### src/rtl/serial_frame_rcvr.sv
// serial_frame_rcvr: oversampled serial frame receiver (quiet-arm, start, header, payload, odd parity, stop) with short frames.
// Latency: result pulse one cycle after the decision sample of the last examined bit slot (one more with MAJ_VOTE_EN).
// Backpressure: none; the line free-runs and results are one-cycle pulses the decoder must take. Option macro: MAJ_VOTE_EN.
module serial_frame_rcvr #(
    parameter int              OSR      = 4,
    parameter int              FRAME_W  = 20,
    parameter int              HDR_W    = 4,
    parameter logic [HDR_W-1:0] SHORT_A = 4'b1100,
    parameter logic [HDR_W-1:0] SHORT_B = 4'b1000,
    parameter int              IDLE_CYC = 64
) (
    input  logic               clk,
    input  logic               rst_n,
    input  logic               rcvd,
    output logic [FRAME_W-1:0] frame_data,
    output logic               frame_short,
    output logic               frame_valid,
    output logic               frame_err,
    output logic [1:0]         err_code,
    output logic               busy
);

    localparam int SC_W = $clog2(OSR);
    localparam int BC_W = $clog2(FRAME_W + 3);
    localparam int IC_W = $clog2(IDLE_CYC + 1);

`ifdef MAJ_VOTE_EN
    localparam int DEC_IDX = OSR / 2 + 1;
`else
    localparam int DEC_IDX = OSR / 2;
`endif

    localparam logic [SC_W-1:0] DEC_S     = SC_W'(DEC_IDX);
    localparam logic [SC_W-1:0] LAST_S    = SC_W'(OSR - 1);
    localparam logic [BC_W-1:0] HDR_LAST  = BC_W'(HDR_W);
    localparam logic [BC_W-1:0] DATA_LAST = BC_W'(FRAME_W);
    localparam logic [IC_W-1:0] IDLE_ARM  = IC_W'(IDLE_CYC - 1);
    localparam logic [IC_W-1:0] IDLE_SAT  = IC_W'(IDLE_CYC);

    localparam logic [2:0] ST_QUIET = 3'd0;
    localparam logic [2:0] ST_ARMED = 3'd1;
    localparam logic [2:0] ST_START = 3'd2;
    localparam logic [2:0] ST_HDR   = 3'd3;
    localparam logic [2:0] ST_DATA  = 3'd4;
    localparam logic [2:0] ST_PAR   = 3'd5;
    localparam logic [2:0] ST_STOP  = 3'd6;

    logic [2:0]         state_q, state_d;
    logic [IC_W-1:0]    idle_q, idle_d;
    logic [SC_W-1:0]    samp_q, samp_d;
    logic [BC_W-1:0]    bit_q, bit_d;
    logic [FRAME_W-1:0] shreg_q, shreg_d;
    logic               par_q, par_d;
    logic [FRAME_W-1:0] frame_data_q, frame_data_d;
    logic               frame_short_q, frame_short_d;
    logic               frame_valid_q, frame_valid_d;
    logic               frame_err_q, frame_err_d;
    logic [1:0]         err_code_q, err_code_d;
    logic               busy_q, busy_d;
    logic [HDR_W-1:0]   hdr_now;
    logic               line_v;
    logic               stored_b;

`ifdef MAJ_VOTE_EN
    // Two earlier mid-bit samples; the third is the live line at the decision index.
    logic s1_q, s1_d, s2_q, s2_d;
    assign line_v = (s1_q & s2_q) | (s1_q & rcvd) | (s2_q & rcvd);
`else
    assign line_v = rcvd;
`endif

    // The line is inverted: a low line carries a stored 1.
    assign stored_b = ~line_v;

    // Next-state: quiet-period arming, per-slot sample/bit counting and the frame decisions.
    always_comb begin
        state_d       = state_q;
        idle_d        = idle_q;
        samp_d        = samp_q;
        bit_d         = bit_q;
        shreg_d       = shreg_q;
        par_d         = par_q;
        frame_data_d  = frame_data_q;
        frame_short_d = frame_short_q;
        frame_valid_d = 1'b0;
        frame_err_d   = 1'b0;
        err_code_d    = err_code_q;
        hdr_now       = '0;
`ifdef MAJ_VOTE_EN
        s1_d          = s1_q;
        s2_d          = s2_q;
`endif
        case (state_q)
            ST_QUIET: begin
                if (rcvd) begin
                    idle_d = '0;
                end else if (idle_q >= IDLE_ARM) begin
                    idle_d  = IDLE_SAT;
                    state_d = ST_ARMED;
                end else begin
                    idle_d = idle_q + IC_W'(1);
                end
            end
            ST_ARMED: begin
                // This cycle is sample 0 of the start bit.
                if (rcvd) begin
                    state_d = ST_START;
                    samp_d  = SC_W'(1);
                    bit_d   = '0;
                    par_d   = 1'b1;
                end
            end
            ST_START, ST_HDR, ST_DATA, ST_PAR, ST_STOP: begin
`ifdef MAJ_VOTE_EN
                if (samp_q == SC_W'(OSR / 2 - 1)) s1_d = rcvd;
                if (samp_q == SC_W'(OSR / 2))     s2_d = rcvd;
`endif
                if (samp_q == LAST_S) begin
                    samp_d = '0;
                    bit_d  = bit_q + BC_W'(1);
                    case (state_q)
                        ST_START: state_d = ST_HDR;
                        ST_HDR:   if (bit_q == HDR_LAST)  state_d = ST_DATA;
                        ST_DATA:  if (bit_q == DATA_LAST) state_d = ST_PAR;
                        ST_PAR:   state_d = ST_STOP;
                        default:  ;
                    endcase
                end else begin
                    samp_d = samp_q + SC_W'(1);
                end
                if (samp_q == DEC_S) begin
                    case (state_q)
                        ST_START: begin
                            if (!line_v) begin
                                frame_err_d = 1'b1;
                                err_code_d  = 2'b01;
                                state_d     = ST_QUIET;
                            end
                        end
                        ST_HDR, ST_DATA: begin
                            shreg_d = {shreg_q[FRAME_W-2:0], stored_b};
                            par_d   = par_q ^ stored_b;
                            hdr_now = shreg_d[HDR_W-1:0];
                            if (state_q == ST_HDR && bit_q == HDR_LAST &&
                                (hdr_now == SHORT_A || hdr_now == SHORT_B)) begin
                                frame_valid_d = 1'b1;
                                frame_short_d = 1'b1;
                                frame_data_d  = {{(FRAME_W-HDR_W){1'b0}}, hdr_now};
                                state_d       = ST_QUIET;
                            end
                        end
                        ST_PAR: par_d = par_q ^ stored_b;
                        ST_STOP: begin
                            // Stop error outranks parity error.
                            if (line_v) begin
                                frame_err_d = 1'b1;
                                err_code_d  = 2'b11;
                            end else if (par_q) begin
                                frame_err_d = 1'b1;
                                err_code_d  = 2'b10;
                            end else begin
                                frame_valid_d = 1'b1;
                                frame_short_d = 1'b0;
                                frame_data_d  = shreg_q;
                            end
                            state_d = ST_QUIET;
                        end
                        default: ;
                    endcase
                end
                // Every frame exit demands a fresh quiet period.
                if (state_d == ST_QUIET) begin
                    idle_d = '0;
                    samp_d = '0;
                    bit_d  = '0;
                end
            end
            default: state_d = ST_QUIET;
        endcase
        busy_d = (state_d != ST_QUIET) && (state_d != ST_ARMED);
    end

    // State and output registers with synchronous active-low reset.
    always_ff @(posedge clk) begin
        if (!rst_n) begin
            state_q       <= ST_QUIET;
            idle_q        <= '0;
            samp_q        <= '0;
            bit_q         <= '0;
            shreg_q       <= '0;
            par_q         <= 1'b0;
            frame_data_q  <= '0;
            frame_short_q <= 1'b0;
            frame_valid_q <= 1'b0;
            frame_err_q   <= 1'b0;
            err_code_q    <= 2'b00;
            busy_q        <= 1'b0;
`ifdef MAJ_VOTE_EN
            s1_q          <= 1'b0;
            s2_q          <= 1'b0;
`endif
        end else begin
            state_q       <= state_d;
            idle_q        <= idle_d;
            samp_q        <= samp_d;
            bit_q         <= bit_d;
            shreg_q       <= shreg_d;
            par_q         <= par_d;
            frame_data_q  <= frame_data_d;
            frame_short_q <= frame_short_d;
            frame_valid_q <= frame_valid_d;
            frame_err_q   <= frame_err_d;
            err_code_q    <= err_code_d;
            busy_q        <= busy_d;
`ifdef MAJ_VOTE_EN
            s1_q          <= s1_d;
            s2_q          <= s2_d;
`endif
        end
    end

    assign frame_data  = frame_data_q;
    assign frame_short = frame_short_q;
    assign frame_valid = frame_valid_q;
    assign frame_err   = frame_err_q;
    assign err_code    = err_code_q;
    assign busy        = busy_q;

endmodule

### config.mk
export PLATFORM = sky130hd
export DESIGN_NAME = serial_frame_rcvr
export DESIGN_NICKNAME = d
export VERILOG_FILES = /design/src/rtl/serial_frame_rcvr.sv
export SDC_FILE = /design/constraint.sdc
export NUM_CORES = 1
export LEC_CHECK = 0
export ABC_AREA = 1
export BUFFER_PORTS_ARGS = -buffer_cell sky130_fd_sc_hd__buf_2
export CORE_MARGIN = 5
export CORE_UTILIZATION = 60
export CTS_CLUSTER_SIZE = 25
export DETAILED_ROUTE_END_ITERATION = 10
export PLACE_DENSITY = 0.81
export SYNTH_ARGS = -nofsm -noshare
export SYNTH_HDL_FRONTEND = slang
export SYNTH_SLANG_ARGS = --single-unit
### constraint.sdc
create_clock -name clk -period 2.5 [get_ports clk]
set_input_delay 0.375 -clock clk [delete_from_list [all_inputs] [get_ports clk]]
set_output_delay 0.375 -clock clk [all_outputs]
set_load 0.1 [all_outputs]
### Word level (Yosys, flattened, before mapping)

Index checks and enable logic that the tools add are counted.

| word-level totals | value |
|---|---|
| register bits after elaboration | 64 |
| input bits | 3 |
| output and inout bits | 26 |
| word-level logic and storage cells | 112 |

| cells by class | value |
|---|---|
| add/subtract/negate cells | 3 |
| $lt $le $gt $ge | 1 |
| equality and inequality tests | 23 |
| multiplexer cells | 49 |
| bitwise gates (word level) | 2 |
| reduce and logical (&&, ||, !) cells | 22 |

Operator list:

| cell | number |
|---|---|
| two-way mux 20 bit | 3 |
| one-hot mux 20 bit (2 select lines) | 1 |
| two-way mux 3 bit | 10 |
| two-way mux 7 bit | 3 |
| one-hot mux 3 bit (3 select lines) | 2 |
| inequality test 2 bit, second input constant | 8 |
| two-way mux 5 bit | 3 |
| one-hot mux 7 bit (2 select lines) | 1 |
| two-way mux 1 bit | 12 |
| two-way mux 2 bit | 6 |
| one-hot mux 3 bit (4 select lines) | 1 |
| one-hot mux 5 bit (2 select lines) | 1 |
| equality test 3 bit, second input constant | 3 |
| AND reduction 3 bit | 3 |
| equality test 4 bit, second input constant | 2 |
| one-hot mux 1 bit (2 select lines) | 4 |
| one-hot mux 2 bit (2 select lines) | 2 |
| nonzero test 2 bit | 4 |
| adder 7 x 1 -> 7 bit, second input constant | 1 |
| >= comparator 7 x 6 -> 1 bit, second input constant | 1 |
| equality test 3 x 2 -> 1 bit, second input constant | 2 |
| logical NOT 3 bit | 2 |
| inequality test 3 bit, second input constant | 2 |
| AND reduction 6 bit | 1 |
| 18 further kinds | 22 |

### Longest topological paths before layout

| logic depth | value |
|---|---|
| depth after elaboration | 11 |
| depth in mapped cells | 13 |
| mapped depth without buffers | 13 |

### Worst setup path after synthesis

No wires, ideal clock.

| path | value |
|---|---|
| path kind | flip-flop to flip-flop |
| start point | register bit_q[0] |
| end point | register frame_data_q[0] (netlist: frame_data[0]) |
| library setup time | 0.119 ns |
| arrival | 1.482 ns |
| required time | 2.381 ns |
| setup slack | 0.898 ns |
| cell stages (with the launch flop) | 11 |
| path buffers | 1 |
| clock period less this slack | 1.602 ns |
| path through | dfxtp_1 > inv_1 > ha_1 > nand3_1 > nor2_1 > nand2_1 > o21ai_2 > nand3_4 > buf_2 > a211oi_1 > nor2_1 |

| on the way | value |
|---|---|
| word-level cells in the longest chain between the ends | 5 |

Ends and longest elaborated chain:

| element | line | text |
|---|---|---|
| start, declared | 51 | `logic [BC_W-1:0] bit_q, bit_d;` |
| start signal, assigned | 206 | `bit_q <= bit_d;` |
| equality test 5 x 3 -> 1 bit | 144 | `if (state_q == ST_HDR && bit_q == HDR_LAST &&` |
| logical AND 1 bit (2 in a row) | 144 |  |
| inequality test 2 bit (no line) | - |  |
| AND reduction 6 bit (no line) | - |  |
| end signal, assigned | 209 | `frame_data_q <= frame_data_d;` |
| end, declared | 54 | `logic [FRAME_W-1:0] frame_data_q, frame_data_d;` |

Every way passes these cells.
A chain may end at the register's enable or synchronous reset.

### Worst setup path in the final report

| path | value |
|---|---|
| start point | register bit_q[0] |
| end point | register frame_data_q[6] (netlist: frame_data[6]) |

The elaborated chain is that of the path after synthesis.

==> flow_summary_export.csv <==
group,metric,value,unit
placed_design,place.gp.congestion,0.8687,
synthesis,synth_xor_area_frac,0.01504,
routing,first_pass_iters,4,
floorplanning,core-area,0.004723,sq mm
timing,report.final.hold_viol_count,0,
grt,grtUsageTotal,0.2249,
routing,num_vias,2630,
floorplanning,die_area,0.006346,sq mm
floorplanning,die_h,79.66,um
flow_run,maxCapViolCount,0,
setup_path,slowest_stage,"nor2_8",
power,p_leak,0.001375,uW
synthesis,syn-num-nets,399,
grt,first_global_vias,2538,
grt,grt_pass1_wl,11170,um
setup_path,crit_chain,"inv_1, ha_1, nand3_1, nor2_1, nand2_1, o21ai_2, nand3_4, nor2_8, nand2_1, a21oi_1",
timing,rsz0062_at_grt,"false",
finish,area_delta_synth_final,13.28,%
setup_path,crit_arrival,2.38,ns
routing,drtIter0Drc,190,
routing,wl_per_cell,13.21,um
finish,num-fill-cells,386,
timing,relSlewSlack,0.6742,
cts,numCtsBuffers,9,
timing,finalSetupTns,0,ns
finish,multi_input_area,0.001409,sq mm
cts,clk_latency,0.34,ns
cts,htree_levels,3,
cts,clkTransAtPathRegs,0.07,ns
power,powerDensity,620.5,mW/mm^2
placed_design,dp_hpwl,4248,um
cts,cts_setup_buffers,0,
timing,finalClockSkew,0.009993,ns
cts,cts_resized,0,
timing,setup_viol,0,
synthesis,synth-simple-area-share,0.2806,
synthesis,synth_cell_types,30,
finish,seqCellArea,0.001281,sq mm
synthesis,yosysWarnings,0,
floorplanning,num_rows,25,
cts,ctsLongestPathBuffers,2,
timing,clock.fmax,473.6,MHz
setup_path,r2r_start,"bit_q[0]",
finish,num_antenna_cells,0,
timing,period_share,0.8445,
run_status,outcome,"complete, no violations",
timing,final-max-slew-violation-count,0,
min_path,hold_class,"flip-flop to flip-flop",
synthesis,synth_fa_ha_area_frac,0.02578,
cts,root_buffer,"clkbuf_8",
synthesis,synth_seq_cells,64,
finish,final_cells,489,
synthesis,synthMuxAreaShare,0,
setup_path,cp-startpoint,"bit_q[0]",
finish,drive_gt1_frac,0.2014,
cts,cts.sinks,64,
grt,grt_max_degree,25,
power,ir_drop,0.0005790,V
placed_design,placed_cell_area,0.003079,sq mm
routing,drt-total-wl,6458,um
placed_design,dp.cells,474,
grt,grt_antenna_before_repair,0,
setup_path,critPathRequiredTime,2.77,ns
timing,worstMarginPinSlew,0.4920,ns
synthesis,synth_top_family_by_area,"simple AND/OR/NAND/NOR gates",
floorplanning,ios,29,
routing,ant_nets,0,
finish,fin_area,0.003298,sq mm
routing,drc_errors,0,
finish,final_core_util,0.6983,
setup_path,start_kind,"flip-flop",
floorplanning,initial_core_util,0.6164,
synthesis,synth_cells,390,
power,p_total,2047,uW
setup_path,crit_fanout,22,
placed_design,port_buffers,28,
floorplanning,die_w,79.66,um
routing,drt-vias-per-instance,5.378,
cts,ctsHoldBuffers,0,
synthesis,synth_seq_area_share,0.4401,
synthesis,synth_compound_area_frac,0.1624,
setup_path,critPathMaxStageDelay,0.36,ns
synthesis,synth.avg_cell_area,7.465,sq um
finish,nets,427,
setup_path,crit_path_frequent_cell,"nand2_1",
cts,cts_tree,"done",
setup_path,worstSetupEndpointType,"flip-flop",
min_path,holdCritStartpoint,"idle_q[4]",
setup_path,path_class,"flip-flop to flip-flop",
grt,overflow,0,
synthesis,synth_area,0.002912,sq mm
timing,period_minus_slack,2.111,ns
cell families (layout without fill, tap and decap cells):
group / count (synthesis) / after routing
AND/OR/NAND/NOR: 180 / 180
AO/OA/AOI/OAI: 84 / 84
flip-flops: 64 / 64
buffers and inverters: 51 / 83
adder cells (fa/ha/maj): 6 / 6
XOR/XNOR: 5 / 5
critical path: cells and delay by family (launching register included):
kind	cells	cell delay, ns
AOI/OAI and AO/OA	2	0.26
adders and majority gates	1	0.14
buffers and inverters	1	0.08
and+or+nand+nor	6	1.22
DFF	1	0.33
placed cells by master (no fill, tap or decap), types with 5 or more instances in the layout:
cell	count
o21ai_1	8
buf_2	28
inv_2	5
clkbuf_8	10
nand2_2	15
inv_1	30
ha_1	6
xor2_1	5
nand4_1	6
nand3_1	18
a21oi_2	9
nand2_1	66
dfxtp_1	64
nor2_1	64
o21ai_0	30
a21oi_1	30
stage by stage:
step | worst slack [ns] | hold WS, ns
3_3_place_gp | 0.5013 | 0.4453
5_1_grt | 0.09272 | 0.4876
6_report | 0.3886 | 0.4659
2_1_floorplan | 0.8985 | 0.4389
4_1_cts | 0.3954 | 0.4494
3_5_place_dp | 0.4282 | 0.4522
sequential cells by signal, summed over array words and instances, names as in the netlist:
| name | count |
|---|---|
| bit_q | 5 |
| samp_q | 2 |
| busy | 1 |
| frame_data | 20 |
| state_q | 3 |
| frame_err | 1 |
| idle_q | 7 |
| frame_short | 1 |
| err_code | 2 |
| par_q | 1 |
| shreg_q | 20 |
| frame_valid | 1 |
worst paths after layout:
check,to,slack [ns],cells past startpoint
setup / recovery,frame_data[6],0.39,10
hold / removal,idle_q[4],0.47,2
setup reg to reg,frame_data[6],0.39,10
hold reg to reg,idle_q[4],0.47,2
cell usage after synthesis:
library cell | count | area [sq um]
buf_6 | 3 | 33.78
nand4_1 | 6 | 37.54
nor2_4 | 1 | 11.26
nor2_1 | 64 | 240.2
dfxtp_1 | 64 | 1281
o21ai_0 | 30 | 150.1
nand2_2 | 15 | 93.84
clkbuf_1 | 8 | 30.03
a211oi_1 | 4 | 30.03
nand2_1 | 66 | 247.7
ha_1 | 6 | 75.07
o21ai_1 | 8 | 40.04
o21bai_1 | 1 | 7.510
nor2_2 | 4 | 25.02
buf_2 | 3 | 15.01
buf_4 | 1 | 7.510
inv_2 | 5 | 18.77
o211ai_1 | 1 | 7.510
inv_1 | 30 | 112.6
nor3_4 | 1 | 16.27
nor3b_1 | 1 | 7.510
clkinv_1 | 1 | 3.750
nand3_4 | 1 | 17.52
xor2_1 | 5 | 43.79
a21oi_2 | 9 | 78.83
nor3_1 | 2 | 10.01
o21ai_2 | 1 | 8.760
nor2_8 | 1 | 20.02
a21oi_1 | 30 | 150.1
nand3_1 | 18 | 90.09
power by group:
part           switching (uW)  internal [uW]  leakage [uW]
registers                1.50           1020      0.000515
clock network             398            583      0.000108
logic                    31.3           12.1      0.000751
total                     431           1620       0.00137
layout make-up:
type,instances,share of cell area
well taps,67,0.02542
multi-input cells,275,0.4272
clock buffers,10,0.04173
flip-flops and latches,64,0.3885
inverters,36,0.04097
clock inverters,5,0.02466
repair buffers,32,0.05159
layer usage:
layer  track usage  wire, um  vias up
met5             0         0        -
met1        0.2521      2789     1221
li1              -         -     1319
met3       0.07111       332        8
met2        0.3881      3258       82
met4       0.09966        78        0
(Power assumes the default switching activity.)
